`config.mk`:
```
export PLATFORM = sky130hd
export DESIGN_NAME = sdram_arb
export DESIGN_NICKNAME = d
export VERILOG_FILES = /design/src/rtl/sdram_arb.sv
export SDC_FILE = /design/constraint.sdc
export NUM_CORES = 1
export LEC_CHECK = 0
export CAP_MARGIN = 20
export CORE_MARGIN = 2
export CORE_UTILIZATION = 43
export CTS_CLUSTER_SIZE = 8
export DETAILED_ROUTE_END_ITERATION = 10
export PLACE_DENSITY = 0.8
export SLEW_MARGIN = 0
export SYNTH_ARGS = -nofsm -noshare
export SYNTH_HDL_FRONTEND = slang
export SYNTH_SLANG_ARGS = --single-unit
```
`constraint.sdc`:
```
create_clock -name clk -period 2.4 [get_ports clk]
set_clock_uncertainty 0.05 [all_clocks]
set_input_delay 0.48 -clock clk [delete_from_list [all_inputs] [get_ports clk]]
set_output_delay 0.48 -clock clk [all_outputs]
set_load 0.02 [all_outputs]
```
`src/rtl/sdram_arb.sv`:
```
// sdram_arb: two-port round-robin arbiter in front of the sdram controller.
//
// Merges the CPU instruction-fetch port (32-bit reads) and the data port
// (16-bit reads/writes) onto the controller's single request interface.
// Every output is registered and resets to 0.
//
// Ports:
//   clk, rst_n          clock and asynchronous active-low reset
//   i_req/i_addr        fetch request (level) and 23-bit address
//   i_ready/i_data      one-cycle fetch completion pulse and 32-bit word
//   d_req/d_we/d_imode  data request, write select, instruction-space write
//   d_addr/d_wdata      23-bit data address, 16-bit write data
//   d_ready/d_rdata     one-cycle data completion pulse and 16-bit read data
//   err                 one-cycle pulse on timeout abort
//   m_addr/m_wdata      to controller c_addr / c_data_in
//   m_read_req/m_write_req/m_imode  to c_read_req / c_write_req / instruction_mode
//   m_rdata             from c_data_out
//   m_busy/m_read_ready/m_cack      controller status
//
// Parameter TIMEOUT: cycles allowed from request issue to completion.
// Optional feature macro SDRAM_ARB_ILINE_EN: one-line instruction buffer.

module sdram_arb #(
  parameter int unsigned TIMEOUT = 1023
) (
  input  logic        clk,
  input  logic        rst_n,
  input  logic        i_req,
  input  logic [22:0] i_addr,
  output logic        i_ready,
  output logic [31:0] i_data,
  input  logic        d_req,
  input  logic        d_we,
  input  logic        d_imode,
  input  logic [22:0] d_addr,
  input  logic [15:0] d_wdata,
  output logic        d_ready,
  output logic [15:0] d_rdata,
  output logic        err,
  output logic [22:0] m_addr,
  output logic [15:0] m_wdata,
  output logic        m_read_req,
  output logic        m_write_req,
  output logic        m_imode,
  input  logic [31:0] m_rdata,
  input  logic        m_busy,
  input  logic        m_read_ready,
  input  logic        m_cack
);

  localparam int unsigned CW = (TIMEOUT < 2) ? 1 : $clog2(TIMEOUT + 1);

  typedef enum logic [2:0] {IDLE, REQ, RD_LO, RD_HI, WR_HI, WR_LO} state_t;
  typedef enum logic {PORT_D, PORT_I} port_t;

  state_t          state, state_n;
  port_t           last, last_n;
  port_t           gnt, gnt_n;
  logic            we, we_n;
  logic [CW-1:0]   cnt, cnt_n;

  logic [22:0]     m_addr_n;
  logic [15:0]     m_wdata_n;
  logic            m_read_req_n, m_write_req_n, m_imode_n;
  logic            i_ready_n, d_ready_n, err_n;
  logic [31:0]     i_data_n;
  logic [15:0]     d_rdata_n;

  logic            i_act, d_act, pick_fetch, pick_data, tmo;
  logic            lb_hit;
  logic [31:0]     lb_data;

  // A port whose ready is pulsing this cycle is not re-arbitrated yet.
  assign i_act = i_req & ~i_ready;
  assign d_act = d_req & ~d_ready;
  assign pick_fetch = i_act & (~d_act | (last == PORT_D));
  assign pick_data  = d_act & (~i_act | (last == PORT_I));

  // The counter hits 0 on the same edge that performs the abort.
  assign tmo = (state != IDLE) && (cnt <= CW'(1));

`ifdef SDRAM_ARB_ILINE_EN
  logic            lb_valid;
  logic [22:0]     lb_tag;
  logic            lb_fill, lb_inval;

  assign lb_hit   = lb_valid && (lb_tag == i_addr);
  assign lb_fill  = (state == RD_HI) && m_read_ready && (gnt == PORT_I) && !tmo;
  assign lb_inval = ((state == WR_LO) && !m_busy && m_imode && !tmo) ||
                    (tmo && (gnt == PORT_I));

  always_ff @(posedge clk or negedge rst_n) begin
    if (!rst_n) begin
      lb_valid <= 1'b0;
      lb_tag   <= '0;
      lb_data  <= '0;
    end else if (lb_fill) begin
      lb_valid <= 1'b1;
      lb_tag   <= m_addr;
      lb_data  <= m_rdata;
    end else if (lb_inval) begin
      lb_valid <= 1'b0;
    end
  end
`else
  assign lb_hit  = 1'b0;
  assign lb_data = '0;
`endif

  always_ff @(posedge clk or negedge rst_n) begin
    if (!rst_n) begin
      state       <= IDLE;
      last        <= PORT_D;
      gnt         <= PORT_D;
      we          <= 1'b0;
      cnt         <= '0;
      m_addr      <= '0;
      m_wdata     <= '0;
      m_read_req  <= 1'b0;
      m_write_req <= 1'b0;
      m_imode     <= 1'b0;
      i_ready     <= 1'b0;
      i_data      <= '0;
      d_ready     <= 1'b0;
      d_rdata     <= '0;
      err         <= 1'b0;
    end else begin
      state       <= state_n;
      last        <= last_n;
      gnt         <= gnt_n;
      we          <= we_n;
      cnt         <= cnt_n;
      m_addr      <= m_addr_n;
      m_wdata     <= m_wdata_n;
      m_read_req  <= m_read_req_n;
      m_write_req <= m_write_req_n;
      m_imode     <= m_imode_n;
      i_ready     <= i_ready_n;
      i_data      <= i_data_n;
      d_ready     <= d_ready_n;
      d_rdata     <= d_rdata_n;
      err         <= err_n;
    end
  end

  always_comb begin
    state_n       = state;
    last_n        = last;
    gnt_n         = gnt;
    we_n          = we;
    cnt_n         = (state != IDLE) ? cnt - CW'(1) : cnt;
    m_addr_n      = m_addr;
    m_wdata_n     = m_wdata;
    m_read_req_n  = m_read_req;
    m_write_req_n = m_write_req;
    m_imode_n     = m_imode;
    i_ready_n     = 1'b0;
    i_data_n      = i_data;
    d_ready_n     = 1'b0;
    d_rdata_n     = d_rdata;
    err_n         = 1'b0;

    unique case (state)
      IDLE: begin
        if (pick_fetch && lb_hit) begin
          // Buffered line: answer locally, arbitration history untouched.
          i_ready_n = 1'b1;
          i_data_n  = lb_data;
        end else if (!m_busy && (pick_fetch || pick_data)) begin
          gnt_n         = pick_fetch ? PORT_I : PORT_D;
          we_n          = pick_data & d_we;
          m_addr_n      = pick_fetch ? i_addr : d_addr;
          m_wdata_n     = pick_fetch ? m_wdata : d_wdata;
          m_imode_n     = pick_fetch | d_imode;
          m_read_req_n  = ~(pick_data & d_we);
          m_write_req_n = pick_data & d_we;
          cnt_n         = CW'(TIMEOUT);
          state_n       = REQ;
        end
      end
      REQ: begin
        if (m_cack) begin
          m_read_req_n  = 1'b0;
          m_write_req_n = 1'b0;
          state_n       = we ? WR_HI : RD_LO;
        end
      end
      RD_LO: begin
        if (!m_read_ready) state_n = RD_HI;
      end
      RD_HI: begin
        if (m_read_ready) begin
          if (gnt == PORT_I) begin
            i_ready_n = 1'b1;
            i_data_n  = m_rdata;
          end else begin
            d_ready_n = 1'b1;
            d_rdata_n = m_rdata[15:0];
          end
          last_n  = gnt;
          state_n = IDLE;
        end
      end
      WR_HI: begin
        if (m_busy) state_n = WR_LO;
      end
      WR_LO: begin
        if (!m_busy) begin
          d_ready_n = 1'b1;
          last_n    = gnt;
          state_n   = IDLE;
        end
      end
      default: state_n = IDLE;
    endcase

    // Timeout overrides whatever the state logic decided this cycle.
    if (tmo) begin
      m_read_req_n  = 1'b0;
      m_write_req_n = 1'b0;
      err_n         = 1'b1;
      if (gnt == PORT_I) begin
        i_ready_n = 1'b1;
        i_data_n  = '0;
        d_ready_n = 1'b0;
      end else begin
        d_ready_n = 1'b1;
        d_rdata_n = '0;
        i_ready_n = 1'b0;
      end
      last_n  = gnt;
      state_n = IDLE;
    end
  end

endmodule
```
== After elaboration in Yosys (flattened, before gate mapping) ==
Cells that the tools add are included.

* Order comparisons: 1
* Shift operators: 0
* Reductions and logical operators: 13
* $add $sub $neg: 1
* Muxes and demuxes: 45
* Bitwise operators: 15
* Multiply operators: 0
* Div/mod/pow operators: 0
* Equal/unequal tests: 11

{| class="wikitable"
|+ Operators with widths
! kind !! number
|-
| $mux 32 || 5
|-
| $mux 16 || 5
|-
| $mux 10 || 3
|-
| $mux 3 || 8
|-
| $mux 23 || 1
|-
| $mux 1 || 18
|-
| $ne 3x3->1 const B || 6
|-
| $pmux 3 s6 || 1
|-
| $le 10x1->1 const B || 1
|-
| $sub 10x1->10 const B || 1
|-
| $reduce_and 3->1 || 3
|-
| $reduce_bool 3->1 || 3
|-
| $pmux 1 s2 || 4
|-
| $not 1->1 || 7
|-
| $eq 3x2->1 const B || 2
|-
| $eq 3x3->1 const B || 2
|-
| $reduce_and 6->1 || 1
|-
| $and 1x1->1 || 5
|-
| $eq 3x1->1 const B || 1
|-
| $logic_not 3->1 || 1
|-
| $or 1x1->1 || 3
|-
| $logic_and 1x1->1 || 2
|-
| $reduce_and 2->1 || 1
|-
| $logic_not 1->1 || 1
|-
| $logic_or 1x1->1 || 1
|}

* Latch bits: 0
* Memory bits (read-only): 0
* RAM bits: 0
* Input port bits: 103
* Memories kept: 0
* Register bits after elaboration: 109

== Longest topological paths before layout ==
* Depth in word-level cells: 10
* Depth in mapped cells: 8
* Mapped depth without buffers: 6

== Worst setup path before layout ==
OpenSTA, ideal clock, no wires.

* Path type: register to register
* Start point: reg state[0]
* End point: reg m_wdata[10]
* Arrival: 1.809 ns
* Slack: 0.415 ns
* Stages on the path, launching flop included: 8
* Path through: dfrtp_1 -> buf_2 -> or3_1 -> buf_2 -> a211oi_4 -> nand2_4 -> buf_6 -> mux2_4

* Longest elaborated chain between the ends: 2

{| class="wikitable"
|+ Ends and longest elaborated chain
! element !! line !! text
|-
| start, declared || 56 || <nowiki>state_t state, state_n;</nowiki>
|-
| start signal, assigned || 128 || <nowiki>state <= state_n;</nowiki>
|-
| $logic_not 3->1 || 163 || <nowiki>unique case (state)</nowiki>
|-
| $reduce_and 3->1 (no source line) || - ||
|-
| end signal, assigned || 134 || <nowiki>m_wdata <= m_wdata_n;</nowiki>
|-
| end, declared || 41 || <nowiki>output logic [15:0] m_wdata,</nowiki>
|}

Every way passes these cells.
A chain may end at the register's enable or synchronous reset.

== Worst setup path after layout ==
* Start point: reg cnt[4]
* End point: reg i_data[30]

* Longest elaborated chain between the ends: 3

{| class="wikitable"
|+ Ends and longest elaborated chain
! element !! line !! text
|-
| start, declared || 60 || <nowiki>logic [CW-1:0] cnt, cnt_n;</nowiki>
|-
| start signal, assigned || 132 || <nowiki>cnt <= cnt_n;</nowiki>
|-
| $le 10x1->1 || 80 || <nowiki>assign tmo = (state != IDLE) && (cnt <= CW'(1));</nowiki>
|-
| $logic_and 1x1->1 || 80 ||
|-
| $mux 32 || 218 || <nowiki>if (tmo) begin</nowiki>
|-
| via i_data_n[30] || 66 || <nowiki>logic [31:0] i_data_n;</nowiki>
|-
| end signal, assigned || 139 || <nowiki>i_data <= i_data_n;</nowiki>
|-
| end, declared || 31 || <nowiki>output logic [31:0] i_data,</nowiki>
|}

The timed path passes the listed nets, and every way through them passes these cells.

==> run_results.csv <==
group,metric,value,unit
run_status,status,"completed",
critical_path,end_kind,"flop",
global_routing,grt_max_degree,39,
logic_synthesis,synth_area_per_cell,10.2,um2
logic_synthesis,synthTopCellsByArea,"dfrtp_1, nand2_1, a21oi_1, mux2i_1, mux2_4",
timing,setup_violations,0,
clock_tree,clock_latency,0.36,ns
logic_synthesis,synth_common_cells,"dfrtp_1, nand2_1, a21oi_1, nor2_1, mux2i_1",
floorplan,die_w,110,um
route,dr.first_iter.drc_count,361,
flow_run,cap_violations,0,
timing,final_max_slew_viol_count,0,
logic_synthesis,yosysWarnings,0,
global_routing,grt_use_total,0.224,
floorplan,die_area,12100,um2
route,vias_per_cell,5.23,
global_routing,grt_pass1_wl,20900,um
clock_tree,cts_buffer_depth,2,
clock_tree,clk_pin_slew,0.10,ns
critical_path,reg2reg_depth,5,
power_and_ir_drop,switching_share,0.393,
power_and_ir_drop,total_power,8.71,mW
clock_tree,cts_tree,"done",
logic_synthesis,synth.cell_area,4810,um2
hold_path,hp-class,"in2async",
power_and_ir_drop,power_leakage,3.08,nW
critical_path,crit_chain,"or4_1 -> nor4_2 -> and3_1 -> buf_4 -> a21oi_1",
power_and_ir_drop,combPwrFrac,0.517,
global_routing,overflow,0,
power_and_ir_drop,power_density,1210,nW/um2
finish,final_area,7180,um2
critical_path,crit_end,"i_data[30]",
logic_synthesis,ys.flop_type,"dfrtp_1",
critical_path,crit_path_start_kind,"flop",
logic_synthesis,async_flop_share,1.00,
timing,fmax,458,MHz
logic_synthesis,yosys_register_bits,109,
floorplan,num_io_pins,196,
critical_path,arrival,2.37,ns
timing,finalHoldViolCount,0,
critical_path,reg2reg_slack,0.22,ns
place,place_hpwl,9970,um
critical_path,worstPathMaxFanout,21,
route,wl_per_cell,16.2,um
logic_synthesis,synth_nets,578,
timing,rsz0062_at_grt,"false",
global_routing,antenna_found_initial,0,
timing,finalHoldWorstSlack,0.0191,ns
critical_path,critPathLaunch,"cnt[4]",
global_routing,grt_pass1_vias,4476,
power_and_ir_drop,seqPwrFrac,0.362,
power_and_ir_drop,ir_drop,0.000705,V
clock_tree,cts_hold_buffers,0,
place,finalWeightedCongestion,0.816,
logic_synthesis,synth_edf_count,0,
logic_synthesis,syn_inst,473,
logic_synthesis,yosysTopAreaCellShare,0.567,
finish,area_growth,49.3,%
finish,nNetsFinal,774,
place,place_ws,0.0915,ns
route,first_pass_iters,4,
finish,fill_cells,867,
critical_path,worstSetupPathType,"reg2reg",
logic_synthesis,yosysMostFrequentCell,"dfrtp_1",
finish,drive_gt1_frac,0.0890,
route,ant_nets,0,
floorplan,die_y,110,um
place,port-buffer-count,195,
timing,setup_tns,0,ns
timing,layout_min_cycle_time,2.18,ns
logic_synthesis,yosys.area.top_type,"dfrtp_1",
critical_path,crit_path_max_incr_delay,0.61,ns
floorplan,start_util,0.442,
timing,tightest_slew,0.670,ns
route,post-route-drc-count,0,
critical_path,r2r-start,"cnt[4]",
floorplan,core.rowCount,38,
place,place_area,6990,um2
logic_synthesis,synth_cell_types,46,
floorplan,core,10900,um2
timing,fin_ws,0.218,ns
clock_tree,cts_sinks,109,
critical_path,r2r-end,"i_data[30]",
critical_path,worst_path_max_delay_cell,"or4_1",
clock_tree,cts_buffers,9,
route,vias,4260,
timing,slew_headroom,0.552,
power_and_ir_drop,power_frac_clock,0.121,
clock_tree,clockRootBuffer,"clkbuf_8",
critical_path,cp_data_required_time,2.59,ns
clock_tree,h-tree-depth,3,
timing,layout_worst_path_cycle_share,0.909,
finish,antennaDiodeCount,0,
power_and_ir_drop,p_int,5.29,mW
route,wirelength,13200,um
logic_synthesis,synth-seq-area-share,0.567,
power_and_ir_drop,p_switching,3.42,mW
[logic make-up after synthesis]
group / count (synthesis) / share of synthesized area
mux: 44 / 0.102
simple gates: 176 / 0.160
buf+inv: 34 / 0.0330
flops: 109 / 0.567
xor+xnor: 6 / 0.0109
fa+ha+maj: 2 / 0.00520
compound gates: 102 / 0.121
[how the worst min path moves through the flow]
stage | slack, ns | to | cells after the start
finish | 0.02 | d_rdata[1] | 1
global route | 0.03 | i_data[1] | 1
CTS | 0.02 | i_data[7] | 1
detailed placement | 0.43 | i_data[9] | 1
global placement | 0.42 | i_data[9] | 1
floorplan | 0.13 | cnt[0] | 0
[metrics by stage]
| step | utilization | cells |
|---|---|---|
| after global placement | 0.642 | 798 |
| final | 0.660 | 814 |
| after CTS | 0.659 | 814 |
| after global routing | 0.660 | 814 |
| after detailed placement | 0.642 | 798 |
| after floorplan | - | 473 |
[final cells by class]
class                      instances  area [um2]  share of cell area
clock buffer                      12         155              0.0216
clock inverter                     4        30.0             0.00418
inverter                           5        18.8             0.00261
multi-input combinational        330        1950               0.271
sequential                       109        2730               0.380
tap                              140         175              0.0244
timing repair buffer             214        2130               0.296
[flip-flops by register name (all words and copies together), names as in the netlist]
signal / flops
gnt: 1
state: 3
cnt: 10
m_read_req: 1
m_imode: 1
m_addr: 23
d_rdata: 16
m_wdata: 16
last: 1
m_write_req: 1
i_data: 32
err: 1
i_ready: 1
d_ready: 1
we: 1
[timing repair]
action,in CTS,in global routing
hold endpoints to repair,0,0
buffers inserted,0,0
resized for setup,0,1
endpoints found under the setup margin,0,16
[power groups by stage]
stage,clock [mW],sequential (mW),combinational [mW]
detailed placement,0,3.18,4.51
global route,1.17,3.25,4.85
CTS,1.09,3.16,4.53
global placement,0,3.13,4.38
finish,1.06,3.16,4.50
floorplan,0,3.97,1.52
[worst max-delay path: cells and delay by family (launching register included)]
family,cells,cell delay (ns)
and+or+nand+nor,3,1.24
DFF,1,0.44
buffers and inverters,1,0.25
AOI/OAI and AO/OA,1,0.08
[cells in the final DEF (no fill, tap or decap), drive strengths merged, types with 2 or more instances in the layout]
master	count
o31ai	2
nor2	31
nand3b	2
or4	3
o22ai	2
inv	7
o21a	2
xor2	6
mux2	18
nand4	4
a21oi	78
nand3	4
nor3b	2
nand2b	3
mux2i	26
nor4	2
clkbuf	12
o2bb2ai	2
ha	2
or3	2
nand2	107
clkinv	2
o21ai	4
nor2b	4
clkdlybuf4s50	194
a211oi	4
buf	20
dfrtp	109
nor3	8
[metal layers]
metal  vias up  global-route usage  wire, um
li1       2014                   -         -
met1      2066               0.253      4900
met2       167               0.392      6860
met3        13              0.0871      1290
met4         0              0.0633       139
met5         -                   0         0
Power figures use the tool's default switching activity.
==> patch (same settings) <==
Re-encode `state_t` (6 states) as one-hot, 6 bits wide.
--- a/src/rtl/sdram_arb.sv
+++ b/src/rtl/sdram_arb.sv
@@ -50,7 +50,7 @@
 
   localparam int unsigned CW = (TIMEOUT < 2) ? 1 : $clog2(TIMEOUT + 1);
 
-  typedef enum logic [2:0] {IDLE, REQ, RD_LO, RD_HI, WR_HI, WR_LO} state_t;
+  typedef enum logic [5:0] {IDLE = 6'b000001, REQ = 6'b000010, RD_LO = 6'b000100, RD_HI = 6'b001000, WR_HI = 6'b010000, WR_LO = 6'b100000} state_t;
   typedef enum logic {PORT_D, PORT_I} port_t;
 
   state_t          state, state_n;
Check against the original RTL: no difference found for any inputs over 4 cycles, from zero or initial values and one cycle with rst_n low; so few cycles prove little.
==> patch against the original RTL <==
Non-clock buffer count increased by 8. Sequential cell count grew 3. First-iteration DRC count shrank 17%. Core utilization fell by 0.13 points. Power down 6.3%. Area after synthesis is 4.4% higher. Worst setup slack better by 38 ps. Final area up 4.7%. Critical path depth is the same. Count of clock-buffer cells in the layout is 3 higher. Wire length rose by 5.6%. Critical path type unchanged.
==> patch: results (changes against the original RTL) <==
The flow ran to the end, and the final reports show no timing, DRC or antenna violations. In this run the critical register-to-register path is captured at state[1]. The number of global-route vias before repair came out at 4564 (+2.0%). The global-route wire length before repair came out at 22800 um (+8.7%). The proportion of layout cells with a drive suffix above 1 is 0.0871 (-0.00194).

By count the netlist is led by 111 x dfrtp_1, 77 x nand2_1, 59 x a21oi_1. The critical path starts at state[3]. The final period demand of the worst path is 2140 ps (-38.2 ps).

The number of distinct library cell variants in the gate-level netlist after synthesis came out at 49 (+6.5%). The die width came out at 112 um (+2.1%). The flip-flop and latch count came out at 112 (+2.8%).

The power consumed by the clock network is 1.35 mW (+27%). The clock slew seen by the registers of the worst setup and hold paths came out at 70 ps (-30 ps). The number of optimization iterations in the first detailed-route pass is 5 (+1). The final weighted congestion of routability-driven global placement came out at 0.905 (+11%). The pin count of the biggest net entering global routing came to 50 (+28%). The average detailed-routed wire length per instance came out at 16.7 um (+3.3%). The final hold slack is 76.8 ps (+57.7 ps). The half-perimeter wire length after placement came to 10300 um (+3.2%). The non-clock inverter instance count of the final layout was 9 (+4). The total of fill cells in the finished design is 914 (+5.4%).

The relative contribution of combinational cells to total power came out at 0.467 (-0.050). The area of combinational cells with multiple inputs is 0.00206 mm^2 (+5.6%). The transition time at the pin with the least slew margin was 565 ps (-105 ps). The static leakage is 3.39 nW (+9.8%).
==> patch: changes by cell type in the layout (fill, tap and decap cells not counted), moves of 5 or more <==
cell and change:
o2111ai_1 +6, clkbuf_8 -11, o21ai_0 +5, clkbuf_16 +9, nand2_1 -29, buf_4 +8
clkbuf_1 +5, mux2i_1 +13, a21oi_1 -19, nor2_1 +20
==> patch: cell families (layout without fill, tap and decap cells) <==
family,Yosys count,after routing,synth area share
AND/OR/NAND/NOR,164,164,0.143
flip-flops,112,112,0.558
AO/OA/AOI/OAI,102,102,0.126
multiplexers,56,56,0.123
buffers and inverters,39,247,0.0334
XOR/XNOR,6,6,0.0105
adder cells (fa/ha/maj),2,2,0.00498
==> patch: metrics by stage <==
step,std cells,power [mW]
global route,832,8.66
finish,832,8.16
detailed placement,816,6.83
floorplan,481,4.97
CTS,832,8.21
global placement,816,6.71
==> patch: layer usage <==
layer  global-route usage  share of wire
met5                    0              0
met4               0.0667          0.011
met3               0.0583          0.074
met2                0.390           0.51
met1                0.286           0.41
